`config.mk`:
```
export PLATFORM = sky130hd
export DESIGN_NAME = updown_counter_ctrl
export DESIGN_NICKNAME = d
export VERILOG_FILES = /design/src/rtl/updown_pkg.sv /design/src/rtl/tick_gen.sv /design/src/rtl/updown_counter_ctrl.sv
export SDC_FILE = /design/constraint.sdc
export NUM_CORES = 1
export LEC_CHECK = 0
export CAP_MARGIN = 10
export CORE_ASPECT_RATIO = 0.5
export CORE_MARGIN = 2
export CORE_UTILIZATION = 35
export CTS_CLUSTER_SIZE = 20
export DETAILED_ROUTE_END_ITERATION = 8
export GPL_TIMING_DRIVEN = 0
export PLACE_DENSITY = 0.6
export SYNTH_ARGS = -nofsm -noshare
export SYNTH_HDL_FRONTEND = slang
export SYNTH_HIERARCHICAL = 1
export SYNTH_SLANG_ARGS = --single-unit
```
`constraint.sdc`:
```
create_clock -name clk -period 6.5 [get_ports clk]
set_clock_uncertainty 0.15 [all_clocks]
set_input_delay 0.975 -clock clk [delete_from_list [all_inputs] [get_ports clk]]
set_output_delay 0.975 -clock clk [all_outputs]
set_load 0.02 [all_outputs]
```
`src/rtl/updown_pkg.sv`:
```
// Shared types and constants for the up/down counter controller.
// Holds FSM/direction enums, ASCII command bytes and LED encodings.
package updown_pkg;

    typedef enum logic {STOP, RUN} run_state_e;
    typedef enum logic {DIR_UP, DIR_DOWN} dir_e;

    localparam logic [7:0] CMD_MODE     = "M";
    localparam logic [7:0] CMD_MODE_LC  = "m";
    localparam logic [7:0] CMD_RUN      = "R";
    localparam logic [7:0] CMD_RUN_LC   = "r";
    localparam logic [7:0] CMD_CLEAR    = "C";
    localparam logic [7:0] CMD_CLEAR_LC = "c";
    localparam logic [7:0] CMD_WRAP     = "W";
    localparam logic [7:0] CMD_WRAP_LC  = "w";
    localparam logic [7:0] CMD_UP       = "U";
    localparam logic [7:0] CMD_UP_LC    = "u";
    localparam logic [7:0] CMD_DOWN     = "D";
    localparam logic [7:0] CMD_DOWN_LC  = "d";

    localparam logic [1:0] LED_UP   = 2'b01;
    localparam logic [1:0] LED_DOWN = 2'b10;
    localparam logic [1:0] LED_STOP = 2'b01;
    localparam logic [1:0] LED_RUN  = 2'b10;

    // True when a byte matches either case of a command letter.
    function automatic logic is_cmd(
        input logic [7:0] b,
        input logic [7:0] uc,
        input logic [7:0] lc
    );
        return (b == uc) || (b == lc);
    endfunction

endpackage

```
`src/rtl/tick_gen.sv`:
```
// Prescaler producing a one-cycle tick every DIV enabled cycles.
// Held at zero while disabled or cleared.
module tick_gen #(
    parameter int DIV = 10
) (
    input  logic clk,
    input  logic reset,
    input  logic en,
    input  logic clr,
    output logic tick
);

    localparam int CW = (DIV > 1) ? $clog2(DIV) : 1;
    localparam logic [CW-1:0] LAST = CW'(DIV - 1);

    logic [CW-1:0] cnt;

    // Prescaler counts 0..DIV-1 while enabled, else parks at 0.
    always_ff @(posedge clk) begin
        if (reset || clr || !en) begin
            cnt <= '0;
        end else if (cnt == LAST) begin
            cnt <= '0;
        end else begin
            cnt <= cnt + 1'b1;
        end
    end

    assign tick = en && (cnt == LAST);

endmodule

```
`src/rtl/updown_counter_ctrl.sv`:
```
// Up/down counter engine with run/stop FSM and UART command decode.
// Supports configurable modulus, tick rate and wrap/saturate policy.
module updown_counter_ctrl
    import updown_pkg::*;
#(
    parameter int CLK_HZ       = 100_000_000,
    parameter int TICK_HZ      = 10,
    parameter int MAX_COUNT    = 9999,
    parameter int WIDTH        = $clog2(MAX_COUNT + 1),
    parameter bit WRAP_DEFAULT = 1'b1
) (
    input  logic             clk,
    input  logic             reset,
    input  logic             btn_mode,
    input  logic             btn_run_stop,
    input  logic             btn_clear,
    input  logic [7:0]       rx_data,
    input  logic             rx_done,
    output logic [1:0]       led_mode,
    output logic [1:0]       led_run_stop,
    output logic [WIDTH-1:0] count,
    output logic             wrap_mode,
    output logic             boundary_pulse
);

    localparam int TICK_DIV = CLK_HZ / TICK_HZ;
    localparam logic [WIDTH-1:0] MAX_VAL = WIDTH'(MAX_COUNT);

    run_state_e state, state_next;
    dir_e       dir, dir_next;
    logic       tick;
    logic       sat_stop;
    logic       bnd_next;
    logic [WIDTH-1:0] count_next;

    logic rx_mode, rx_run, rx_clear, rx_wrap, rx_up, rx_down;
    logic mode_evt, run_evt, clear_evt;

    assign rx_mode  = rx_done && is_cmd(rx_data, CMD_MODE, CMD_MODE_LC);
    assign rx_run   = rx_done && is_cmd(rx_data, CMD_RUN, CMD_RUN_LC);
    assign rx_clear = rx_done && is_cmd(rx_data, CMD_CLEAR, CMD_CLEAR_LC);
    assign rx_wrap  = rx_done && is_cmd(rx_data, CMD_WRAP, CMD_WRAP_LC);
    assign rx_up    = rx_done && is_cmd(rx_data, CMD_UP, CMD_UP_LC);
    assign rx_down  = rx_done && is_cmd(rx_data, CMD_DOWN, CMD_DOWN_LC);

    // Same-kind button and UART events merge into a single event.
    assign mode_evt  = btn_mode | rx_mode;
    assign run_evt   = btn_run_stop | rx_run;
    assign clear_evt = btn_clear | rx_clear;

    // Prescaler restarts on clear and whenever the FSM leaves RUN.
    tick_gen #(
        .DIV (TICK_DIV)
    ) u_tick_gen (
        .clk   (clk),
        .reset (reset),
        .en    (state == RUN),
        .clr   (clear_evt || (state == RUN && state_next == STOP)),
        .tick  (tick)
    );

    // Run/stop state register.
    always_ff @(posedge clk) begin
        if (reset) begin
            state <= STOP;
        end else begin
            state <= state_next;
        end
    end

    // Next state: toggle on run event, forced STOP on saturation.
    always_comb begin
        state_next = state;
        if (run_evt) begin
            state_next = (state == STOP) ? RUN : STOP;
        end
        if (sat_stop) begin
            state_next = STOP;
        end
    end

    // LED encodings for run state and direction.
    always_comb begin
        led_run_stop = (state == RUN) ? LED_RUN : LED_STOP;
        led_mode     = (dir == DIR_UP) ? LED_UP : LED_DOWN;
    end

    // Direction: force commands win over a toggle.
    always_comb begin
        dir_next = dir;
        if (rx_up) begin
            dir_next = DIR_UP;
        end else if (rx_down) begin
            dir_next = DIR_DOWN;
        end else if (mode_evt) begin
            dir_next = (dir == DIR_UP) ? DIR_DOWN : DIR_UP;
        end
    end

    // Count update; a tick sees the pre-update direction and policy.
    always_comb begin
        count_next = count;
        bnd_next   = 1'b0;
        sat_stop   = 1'b0;
        if (clear_evt) begin
            count_next = '0;
        end else if (tick) begin
            if (dir == DIR_UP) begin
                if (count < MAX_VAL) begin
                    count_next = count + 1'b1;
                end else begin
                    bnd_next = 1'b1;
                    if (wrap_mode) count_next = '0;
                    else sat_stop = 1'b1;
                end
            end else begin
                if (count != '0) begin
                    count_next = count - 1'b1;
                end else begin
                    bnd_next = 1'b1;
                    if (wrap_mode) count_next = MAX_VAL;
                    else sat_stop = 1'b1;
                end
            end
        end
    end

    // Datapath registers: count, direction, policy and boundary pulse.
    always_ff @(posedge clk) begin
        if (reset) begin
            count          <= '0;
            dir            <= DIR_UP;
            wrap_mode      <= WRAP_DEFAULT;
            boundary_pulse <= 1'b0;
        end else begin
            count          <= count_next;
            dir            <= dir_next;
            wrap_mode      <= rx_wrap ? ~wrap_mode : wrap_mode;
            boundary_pulse <= bnd_next;
        end
    end

endmodule
```
==> metrics.log, run 1 <==
[metrics] run status: finished clean
[metrics] largest net degree at the start of global routing: 14
[metrics] Unique masters post-synth: 70
[metrics] remaining routing DRC violations: 0
[metrics] post-route total power: approximately 0.61 mW
[metrics] final estimated routing congestion in global placement: about 0.92
[metrics] Max Cap Violations: 0
[metrics] Mapped Area: approximately 2900 um2
[metrics] number of hold buffers added after cts: 0
[metrics] highest-count cells in the layout ignoring fill and taps: dfxtp_1 (42), clkdlybuf4s50_1 (32), nand2_1 (30)
[metrics] sequential-to-total area share from yosys stat: 0.293
[metrics] Final Setup Violations: 0
[metrics] top-level I/O count: 34
[metrics] pwr/cell area: approximately 170 nW/um2
[metrics] maximum VDD drop: between 0.00008 and 0.00009 V
[metrics] count of state elements after synthesis: 42
[metrics] detail-routed net length per standard cell: between 15 and 20 um
[metrics] filler-free cell count of the finished design: roughly 510
[metrics] post-CTS clock slew at the launch and capture registers of the worst setup and hold paths: around 0.060 ns
[metrics] asr flop ratio synth: 0
[metrics] unrepaired setup endpoints after global routing: no
[metrics] wire length of the first global-routing pass: approximately 13000 um
[metrics] Initial DRT Pass Iterations: 4
[metrics] critical-path maximum fanout: 10
[metrics] vias per std cell: 5.76
[metrics] global-route total usage across every layer: 0.181
[metrics] via count of the first global-routing pass: around 2700
[metrics] number of hold-slack violations in the final timing report: 0
[metrics] worst hold slack: ~0.33 ns
[metrics] initial DRC count: 200
[metrics] layout net count: approximately 410
[metrics] area of the multi-input gates: 1830 um2
[metrics] commonest register cell after synthesis: dfxtp_1
[metrics] clock tree sinks: 42
[metrics] warning count from the yosys run: 6
[metrics] growth of design area from synthesis to finish: 21.8%
[metrics] full die area: roughly 9000 um2
[metrics] number of filler cells placed in the layout: ~800
[metrics] post-synthesis average cell area: approximately 8 um2
[metrics] post-placement setup slack: 2.83 ns
[metrics] final slew viol count: 0
[metrics] category of the worst setup path launch point: flip-flop
[metrics] crit share post-route: 0.573
[metrics] crit path time final: 3.73 ns
[metrics] number of synthesized flops with an enable pin: 0
[metrics] sequential cell area: ~840 um2
[metrics] antenna violations before repair: 0
[metrics] cells after synthesis: approximately 350
[metrics] H-Tree Level Count: 2
[metrics] Crit Path Class: flip-flop to flip-flop
[metrics] Detail Route Antenna Nets: 0
[metrics] Tightest Hold Check Type: flip-flop to flip-flop
[metrics] highest clock rate: about 270 MHz
[metrics] setup tns final: 0 ns
[metrics] most frequent standard cell in the layout excluding fill and tap cells: dfxtp_1
[metrics] HPWL after DPL: 5740 um
[metrics] grt ovf: 0
[metrics] share of final-layout standard cells stronger than drive strength 1: 0.0939
[metrics] required time worst endpoint: between 6 and 7 ns
[metrics] post-route worst setup slack: around 2.8 ns
[metrics] later-pin clock latency in the skew report: around 0.29 ns
[metrics] vertical die dimension: around 68 um
[metrics] Placement Rows: 23
[metrics] clock buffers created by TritonCTS: 5
[metrics] overall via count from detail_route: 2917
[metrics] CTS tree: done
[metrics] Slew Limit Headroom: 0.397
[metrics] PortBufs: 32
[metrics] number of buffers inserted to repair setup after CTS: 0
[metrics] root buffer cell: clkbuf_16
[metrics] count of antenna diodes in the layout: 0
[metrics] Initial Utilization: 0.360
[metrics] leakage dissipation: 1.14 nW
[metrics] overall routed net length: 7970 um
[metrics] die outline width: 132 um
[metrics] number of gates resized after cts: 0
[metrics] cell total after placement: about 500
[metrics] Final Core Density: 0.439
[metrics] data arrival at the endpoint of the critical path: around 3.7 ns
[metrics] Mapped Nets: ~370
[metrics] Clock Path Buffers: 2
[metrics] final instance area: between 3000 and 4000 um2
[metrics] area of the placeable core: approximately 8000 um2
[metrics] DP Area: roughly 3300 um2
[metrics] Crit. End Element: flip-flop
[metrics] worst slew pin tran: around 0.9 ns
-- path summary, 6_finish.rpt --
| kind | depth (start not counted) | to | slack, ns | from |
|---|---|---|---|---|
| min reg2reg | 1 | u_tick_gen/cnt[0]$_SDFF_PP0_ | 0.33 | u_tick_gen/cnt[0]$_SDFF_PP0_ |
| max reg2reg | 12 | u_tick_gen/cnt[22]$_SDFF_PP0_ | 2.77 | u_tick_gen/cnt[0]$_SDFF_PP0_ |
| max | 12 | u_tick_gen/cnt[22]$_SDFF_PP0_ | 2.77 | u_tick_gen/cnt[0]$_SDFF_PP0_ |
| min | 1 | u_tick_gen/cnt[0]$_SDFF_PP0_ | 0.33 | u_tick_gen/cnt[0]$_SDFF_PP0_ |
-- power breakdown --
group	total [mW]	switching (mW)	leakage, nW	internal, mW
sequential	0.261	0.00182	0.339	0.259
clock	0.288	0.106	0.0771	0.181
combinational	0.0632	0.0361	0.725	0.0272
-- critical path, cell delays in order (launching register included) --
cell	delay [ns]
dfxtp_1	0.39
ha_1	0.22
nand3_1	0.21
or4_4	0.60
nor4_1	0.78
inv_1	0.17
a2111oi_2	0.42
o21ai_1	0.12
nand2_1	0.10
nor3_1	0.08
o31ai_4	0.11
buf_6	0.20
a21oi_1	0.05
-- registers in the layout, summed over array words and instances (netlist names) --
name            cells
boundary_pulse      1
count              14
dir                 1
state               1
u_tick_gen/cnt     24
wrap_mode           1
-- per-layer routing --
metal / up-vias / track usage / routed length (um)
li1: 1427 / - / -
met1: 1381 / 0.219 / 3680
met2: 96 / 0.331 / 3860
met3: 13 / 0.0378 / 323
met4: 0 / 0.0543 / 109
met5: - / 0 / 0
-- Yosys cell counts (all sizes together) (6+ instances only) --
library cell	n	area, um2
nand4	13	81.3
inv	16	60.1
and3	11	73.8
dfxtp	42	841
and4	7	62.6
a31oi	6	37.5
nor3	12	65.1
clkbuf	8	31.3
a21oi	19	98.9
o21ai	13	65.1
nor2	30	115
buf	15	115
nand2	31	124
xnor2	15	131
nor4	12	96.3
nand3	19	95.1
or3	6	37.5
-- layout make-up --
type,count,area share
Clock inverter,2,0.0107
Clock buffer,6,0.0368
Buffer,23,0.0418
Inverter,16,0.0172
Sequential cell,42,0.240
Tap cell,112,0.0400
Multi-Input combinational cell,273,0.522
Timing Repair Buffer,32,0.0915
-- cell families after synthesis --
group,after synthesis,synth area share
AND/OR/NAND/NOR,161,0.324
AO/OA/AOI/OAI,86,0.226
flip-flops,42,0.293
buffers and inverters,39,0.0719
XOR/XNOR,20,0.0610
adder cells (fa/ha/maj),4,0.0174
multiplexers,2,0.00740
Note: power is estimated with default switching activity, not from simulation.
==> inputs of run 2 (changes only) <==
--- a/config.mk
+++ b/config.mk
@@ -12,7 +12,7 @@
 export CTS_CLUSTER_SIZE = 20
 export DETAILED_ROUTE_END_ITERATION = 8
 export GPL_TIMING_DRIVEN = 0
-export PLACE_DENSITY = 0.6
+export PLACE_DENSITY = 0.62
 export SYNTH_ARGS = -nofsm -noshare
 export SYNTH_HDL_FRONTEND = slang
 export SYNTH_HIERARCHICAL = 1
==> constraint.sdc (replaced) <==
create_clock -name clk -period 3 [get_ports clk]
set_clock_uncertainty 0.15 [all_clocks]
set_input_delay 0.45 -clock clk [delete_from_list [all_inputs] [get_ports clk]]
set_output_delay 0.45 -clock clk [all_outputs]
set_load 0.02 [all_outputs]
==> run 2 against run 1 <==
  * Routed wire length grew 0.41%
  * Sequential power grew 120%
  * Global-route usage is essentially flat
  * Critical path depth shrank 5
  * Clock power grew 120%
  * Worst setup slack lost 2.7 ns
  * Utilization grew 1.3 points
  * Via count grew 0.34%
  * First-iteration DRC count grew 56%
  * Final cell count grew 0.79%
  * Sequential share of layout area shrank 0.47 points
  * Maximum frequency grew 29%
==> metrics.log, run 2 (same netlist as run 1, synthesis figures left out) <==
[metrics] run status: finished clean
[metrics] post-route total power: between 1 and 1.5 mW
[metrics] PortBufs: 32
[metrics] crit share post-route: 0.959
[metrics] Clock Path Buffers: 2
[metrics] Tightest Hold Check Type: flip-flop to flip-flop
[metrics] largest net degree at the start of global routing: 15
[metrics] growth of design area from synthesis to finish: 25.3%
[metrics] initial DRC count: approximately 310
[metrics] data arrival at the endpoint of the critical path: around 2.9 ns
[metrics] die outline width: between 100 and 150 um
[metrics] count of antenna diodes in the layout: 0
[metrics] Worst R2R Start: u_tick_gen/cnt[18]$_SDFF_PP0_
[metrics] via count of the first global-routing pass: 2541
[metrics] Detail Route Antenna Nets: 0
[metrics] layout net count: between 400 and 500
[metrics] category of the worst setup path launch point: flip-flop
[metrics] leakage dissipation: between 1 and 1.5 nW
[metrics] grt ovf: 0
[metrics] Final Setup Violations: 0
[metrics] Initial DRT Pass Iterations: 5
[metrics] post-CTS clock slew at the launch and capture registers of the worst setup and hold paths: ~0.060 ns
[metrics] vias per std cell: 5.74
[metrics] number of hold-slack violations in the final timing report: 0
[metrics] R2R Path End: count[8]$_SDFFE_PP0P_
[metrics] library cell contributing the largest single delay on the critical path: or4b_1
[metrics] Crit Path Class: flip-flop to flip-flop
[metrics] antenna violations before repair: 0
[metrics] remaining routing DRC violations: 0
[metrics] Worst R2R Setup Slack: 0.12 ns
[metrics] Initial Utilization: 0.360
[metrics] root buffer cell: clkbuf_16
[metrics] area of the placeable core: around 8000 um2
[metrics] pwr/cell area: ~370 nW/um2
[metrics] unrepaired setup endpoints after global routing: no
[metrics] Final Core Density: 0.452
[metrics] top-level I/O count: 34
[metrics] worst slew pin tran: around 0.86 ns
[metrics] crit path capture: count[8]$_SDFFE_PP0P_
[metrics] DP Area: 3340 um2
[metrics] register with the highest flop count: u_tick_gen/cnt
[metrics] final estimated routing congestion in global placement: between 0.8 and 0.9
[metrics] later-pin clock latency in the skew report: 0.29 ns
[metrics] Max Cap Violations: 0
[metrics] highest clock rate: approximately 350 MHz
[metrics] final slew viol count: 0
[metrics] vertical die dimension: 68.1 um
[metrics] highest-count cells in the layout ignoring fill and taps: dfxtp_1 (36), clkdlybuf4s50_1 (32), nand2_1 (30)
[metrics] biggest regs: u_tick_gen/cnt x24, count x14
[metrics] overall routed net length: 8000 um
[metrics] H-Tree Level Count: 2
[metrics] worst hold slack: ~0.33 ns
[metrics] clock tree sinks: 42
[metrics] clock buffers created by TritonCTS: 5
[metrics] required time worst endpoint: around 3 ns
[metrics] Slew Limit Headroom: 0.425
[metrics] largest stage delay on the critical path: ~0.53 ns
[metrics] CTS tree: done
[metrics] full die area: about 9000 um2
[metrics] share of final-layout standard cells stronger than drive strength 1: 0.136
[metrics] crit path time final: about 2.9 ns
[metrics] maximum VDD drop: 0.000216 V
[metrics] most frequent standard cell in the layout excluding fill and tap cells: dfxtp_1
[metrics] launch point of the critical path: u_tick_gen/cnt[18]$_SDFF_PP0_
[metrics] Crit. End Element: flip-flop
[metrics] overall via count from detail_route: between 2000 and 3000
[metrics] setup tns final: 0 ns
[metrics] Placement Rows: 23
[metrics] HPWL after DPL: approximately 5500 um
[metrics] number of cells on the worst reg-to-reg path: 7
[metrics] final instance area: about 3600 um2
[metrics] detail-routed net length per standard cell: around 16 um
[metrics] worst-path cell chain: or4b_1 > or4_4 > nor4_4 > buf_4 > clkbuf_1 > and3_4 > a311oi_1
[metrics] flip-flop count of the largest register after layout: 24
[metrics] global-route total usage across every layer: 0.181
[metrics] critical-path maximum fanout: 10
[metrics] wire length of the first global-routing pass: 12800 um
## run 2: changes by cell type in the layout (fill, tap and decap cells not counted), moves of 2 or more
cell | previous run | this run
dfxtp_1 | 42 | 36
dfxtp_2 | 0 | 6
buf_4 | 4 | 7
buf_6 | 5 | 7
clkbuf_1 | 8 | 6
nand3_1 | 19 | 17
nand3_2 | 0 | 2
## run 2: area by class of cell
cell class,count,area (um2)
Buffer,22,143
Clock buffer,5,125
Clock inverter,3,43.8
Fill cell,802,4370
Inverter,16,60.1
Multi-Input combinational cell,273,1880
Sequential cell,42,848
Tap cell,112,140
Timing Repair Buffer,37,365
## run 2: critical path: cells and delay by family, from the launching register on
kind	cells	cell delay, ns
flip-flops	1	0.34
AND/OR/NAND/NOR	4	1.54
buffers and inverters	2	0.62
AO/OA/AOI/OAI	1	0.09
## run 2: layer usage
metal | global-route usage | part of all wire | up-vias
met5 | 0 | 0 | -
met2 | 0.296 | 0.46 | 109
met3 | 0.0533 | 0.057 | 13
met1 | 0.234 | 0.46 | 1376
li1 | - | - | 1429
met4 | 0.0543 | 0.017 | 0
## run 2: through the flow
step           instances  setup WS (ns)
3_5_place_dp         498         -0.450
6_report             510          0.122
2_1_floorplan        354         0.0401
3_3_place_gp         498         -0.426
4_1_cts              506         0.0345
5_1_grt              510        0.00742
## run 2: how the worst min path moves through the flow
stage                                 startpoint                      endpoint  slack (ns)  depth (start not counted)
floorplan           u_tick_gen/cnt[0]$_SDFF_PP0_  u_tick_gen/cnt[0]$_SDFF_PP0_        0.29                          1
global route        u_tick_gen/cnt[0]$_SDFF_PP0_  u_tick_gen/cnt[0]$_SDFF_PP0_        0.35                          1
finish              u_tick_gen/cnt[0]$_SDFF_PP0_  u_tick_gen/cnt[0]$_SDFF_PP0_        0.33                          1
global placement    u_tick_gen/cnt[0]$_SDFF_PP0_  u_tick_gen/cnt[0]$_SDFF_PP0_        0.31                          1
CTS                 u_tick_gen/cnt[0]$_SDFF_PP0_  u_tick_gen/cnt[0]$_SDFF_PP0_        0.33                          1
detailed placement  u_tick_gen/cnt[0]$_SDFF_PP0_  u_tick_gen/cnt[0]$_SDFF_PP0_        0.32                          1
## run 2: timing repair
item | in CTS | in global routing
gates resized for setup | 2 | 15
cloned | 0 | 2
setup endpoints to repair | 38 | 27
hold buffers | 0 | 0
pin swaps | 1 | 0
setup buffers | 1 | 2
## run 2: where the power goes
part	switching [mW]	total, mW	internal [mW]
combinational	0.0801	0.142	0.0620
sequential	0.00427	0.566	0.561
clock	0.239	0.633	0.394
total	0.323	1.34	1.02
==> inputs of run 3 (changes only) <==
--- a/config.mk
+++ b/config.mk
@@ -8,11 +8,11 @@
 export CAP_MARGIN = 10
 export CORE_ASPECT_RATIO = 0.5
 export CORE_MARGIN = 2
-export CORE_UTILIZATION = 35
+export CORE_UTILIZATION = 51
 export CTS_CLUSTER_SIZE = 20
 export DETAILED_ROUTE_END_ITERATION = 8
 export GPL_TIMING_DRIVEN = 0
-export PLACE_DENSITY = 0.62
+export PLACE_DENSITY = 0.83
 export SYNTH_ARGS = -nofsm -noshare
 export SYNTH_HDL_FRONTEND = slang
 export SYNTH_HIERARCHICAL = 1
==> run 3 against run 2 <==
  * Sequential power about the same
  * Via count up 3.9%
  * Sequential share of layout area up 0.63 points
  * Die area down 30%
  * Utilization up 19 points
  * Register-to-register slack worse by 0.02 ns
  * Non-clock buffer count down 4
  * Count of clock-buffer cells in the layout unchanged
  * Cell area down 2.9%
  * First-iteration DRC count down 31%
  * Power down 5.7%
  * Final cell count down 8.4%
  * Critical path type unchanged
  * Largest power group is now registers
  * Highest routed layer unchanged
==> metrics.log, run 3 (same netlist as run 1, synthesis figures left out) <==
[metrics] top-level I/O count: 34
[metrics] Final Setup Violations: 0
[metrics] die outline width: approximately 110 um
[metrics] Worst R2R Setup Slack: between 0.1 and 0.15 ns
[metrics] grt ovf: 0
[metrics] Tightest Hold Check Type: flip-flop to flip-flop
[metrics] H-Tree Level Count: 2
[metrics] number of cells on the worst reg-to-reg path: 7
[metrics] number of cells traversed by the worst hold path: 1
[metrics] pwr/cell area: 362 nW/um2
[metrics] Hold Path Sink: u_tick_gen/cnt[0]$_SDFF_PP0_
[metrics] Slew Limit Headroom: 0.395
[metrics] later-pin clock latency in the skew report: 0.29 ns
[metrics] highest clock rate: roughly 350 MHz
[metrics] area of the placeable core: around 5500 um2
[metrics] Max Cap Violations: 0
[metrics] Crit. End Element: flip-flop
[metrics] overall routed net length: between 8000 and 9000 um
[metrics] HPWL after DPL: approximately 5600 um
[metrics] final estimated routing congestion in global placement: 0.933
[metrics] overall via count from detail_route: around 3000
[metrics] root buffer cell: clkbuf_16
[metrics] post-route total power: roughly 1.3 mW
[metrics] Detail Route Antenna Nets: 0
[metrics] crit path time final: ~2.9 ns
[metrics] R2R Path End: count[6]$_SDFFE_PP0P_
[metrics] growth of design area from synthesis to finish: 21.7%
[metrics] highest-count cells in the layout ignoring fill and taps: dfxtp_1 (38), clkdlybuf4s50_1 (32), nand2_1 (30)
[metrics] layout net count: around 410
[metrics] remaining routing DRC violations: 0
[metrics] flip-flop count of the largest register after layout: 24
[metrics] count of antenna diodes in the layout: 0
[metrics] most frequent standard cell in the layout excluding fill and tap cells: dfxtp_1
[metrics] critical-path maximum fanout: 10
[metrics] initial DRC count: about 220
[metrics] Crit Path Class: flip-flop to flip-flop
[metrics] category of the worst setup path launch point: flip-flop
[metrics] vias per std cell: ~6.5
[metrics] detail-routed net length per standard cell: between 15 and 20 um
[metrics] antenna violations before repair: 0
[metrics] post-CTS clock slew at the launch and capture registers of the worst setup and hold paths: 0.07 ns
[metrics] clock buffers created by TritonCTS: 5
[metrics] Worst R2R Start: u_tick_gen/cnt[16]$_SDFF_PP0_
[metrics] register with the highest flop count: u_tick_gen/cnt
[metrics] Clock Path Buffers: 2
[metrics] clock tree sinks: 42
[metrics] crit share post-route: 0.965
[metrics] maximum VDD drop: roughly 0.00023 V
[metrics] Initial DRT Pass Iterations: 7
[metrics] full die area: 6290 um2
[metrics] CTS tree: done
[metrics] number of hold buffers added after cts: 0
[metrics] setup tns final: 0 ns
[metrics] Initial Utilization: 0.525
[metrics] worst slew pin tran: roughly 0.9 ns
[metrics] run status: finished clean
[metrics] launch point of the critical path: u_tick_gen/cnt[16]$_SDFF_PP0_
[metrics] required time worst endpoint: approximately 3 ns
[metrics] largest net degree at the start of global routing: 16
[metrics] data arrival at the endpoint of the critical path: 2.93 ns
[metrics] number of filler cells placed in the layout: 457
[metrics] worst min-delay path startpoint: u_tick_gen/cnt[0]$_SDFF_PP0_
[metrics] PortBufs: 32
[metrics] global-route total usage across every layer: 0.268
[metrics] number of hold-slack violations in the final timing report: 0
[metrics] unrepaired setup endpoints after global routing: no
[metrics] final slew viol count: 0
[metrics] Placement Rows: 19
[metrics] biggest regs: u_tick_gen/cnt x24, count x14
[metrics] vertical die dimension: around 57 um
[metrics] leakage dissipation: approximately 1.1 nW
[metrics] share of final-layout standard cells stronger than drive strength 1: 0.124
[metrics] via count of the first global-routing pass: approximately 3000
[metrics] wire length of the first global-routing pass: 13600 um
==> run 3: cell count changes in the layout (fill, tap and decap cells not counted), moves of 2 or more <==
| cell | change |
|---|---|
| buf_6 | -2 |
| dfxtp_1 | +2 |
| buf_4 | -2 |
| dfxtp_2 | -2 |
==> run 3: power by group <==
group	total, mW	internal, mW	switching (mW)
logic	0.140	0.0590	0.0808
registers	0.565	0.561	0.00401
clock network	0.560	0.313	0.247
total	1.27	0.933	0.332
==> run 3: critical path, stage by stage, from the launching register on <==
cell	delay, ns
dfxtp_1	0.37
or4b_1	0.54
or4_4	0.48
nor4_4	0.19
buf_4	0.18
clkbuf_1	0.42
nand4_1	0.18
a32o_1	0.29
==> run 3: through the flow <==
stage	instances	util	hold WS, ns	setup slack [ns]	instance area, um2
floorplan	354	-	0.288	0.0401	2880
global placement	459	0.602	0.301	-0.302	3290
detailed placement	459	0.602	0.319	-0.414	3290
CTS	467	0.632	0.338	0.0436	3460
global route	467	0.640	0.343	0.00829	3500
finish	467	0.640	0.325	0.106	3500
==> run 3: repair_timing <==
item	4_1_cts	5_1_grt
pin swaps	1	0
buffers inserted	1	0
gates resized for setup	2	10
setup endpoints to repair	37	25
==> run 3: final cells by class <==
| type | instances | area, um2 | share of cell area |
|---|---|---|---|
| sequential | 42 | 846 | 0.242 |
| clock buffer | 5 | 125 | 0.0358 |
| buffer | 22 | 143 | 0.0408 |
| inverter | 16 | 60.1 | 0.0172 |
| timing repair buffer | 33 | 328 | 0.0937 |
| multi-input combinational | 273 | 1880 | 0.537 |
| tap | 73 | 91.3 | 0.0261 |
| clock inverter | 3 | 25.0 | 0.00716 |
==> run 3: routing by layer <==
metal | routed length (um) | track usage | share of wire | vias up
li1 | - | - | - | 1429
met5 | 0 | 0 | 0 | -
met1 | 3350 | 0.346 | 0.42 | 1429
met2 | 3950 | 0.450 | 0.49 | 153
met3 | 563 | 0.0514 | 0.070 | 31
met4 | 182 | 0.100 | 0.023 | 0
==> run 3: how the worst max path moves through the flow <==
stage,endpoint,slack (ns),cells past startpoint
6_report,count[6]$_SDFFE_PP0P_,0.11,7
5_1_grt,u_tick_gen/cnt[19]$_SDFF_PP0_,0.008,11
4_1_cts,u_tick_gen/cnt[20]$_SDFF_PP0_,0.04,12
3_5_place_dp,u_tick_gen/cnt[20]$_SDFF_PP0_,-0.41,12
3_3_place_gp,u_tick_gen/cnt[18]$_SDFF_PP0_,-0.30,12
2_1_floorplan,u_tick_gen/cnt[19]$_SDFF_PP0_,0.04,11
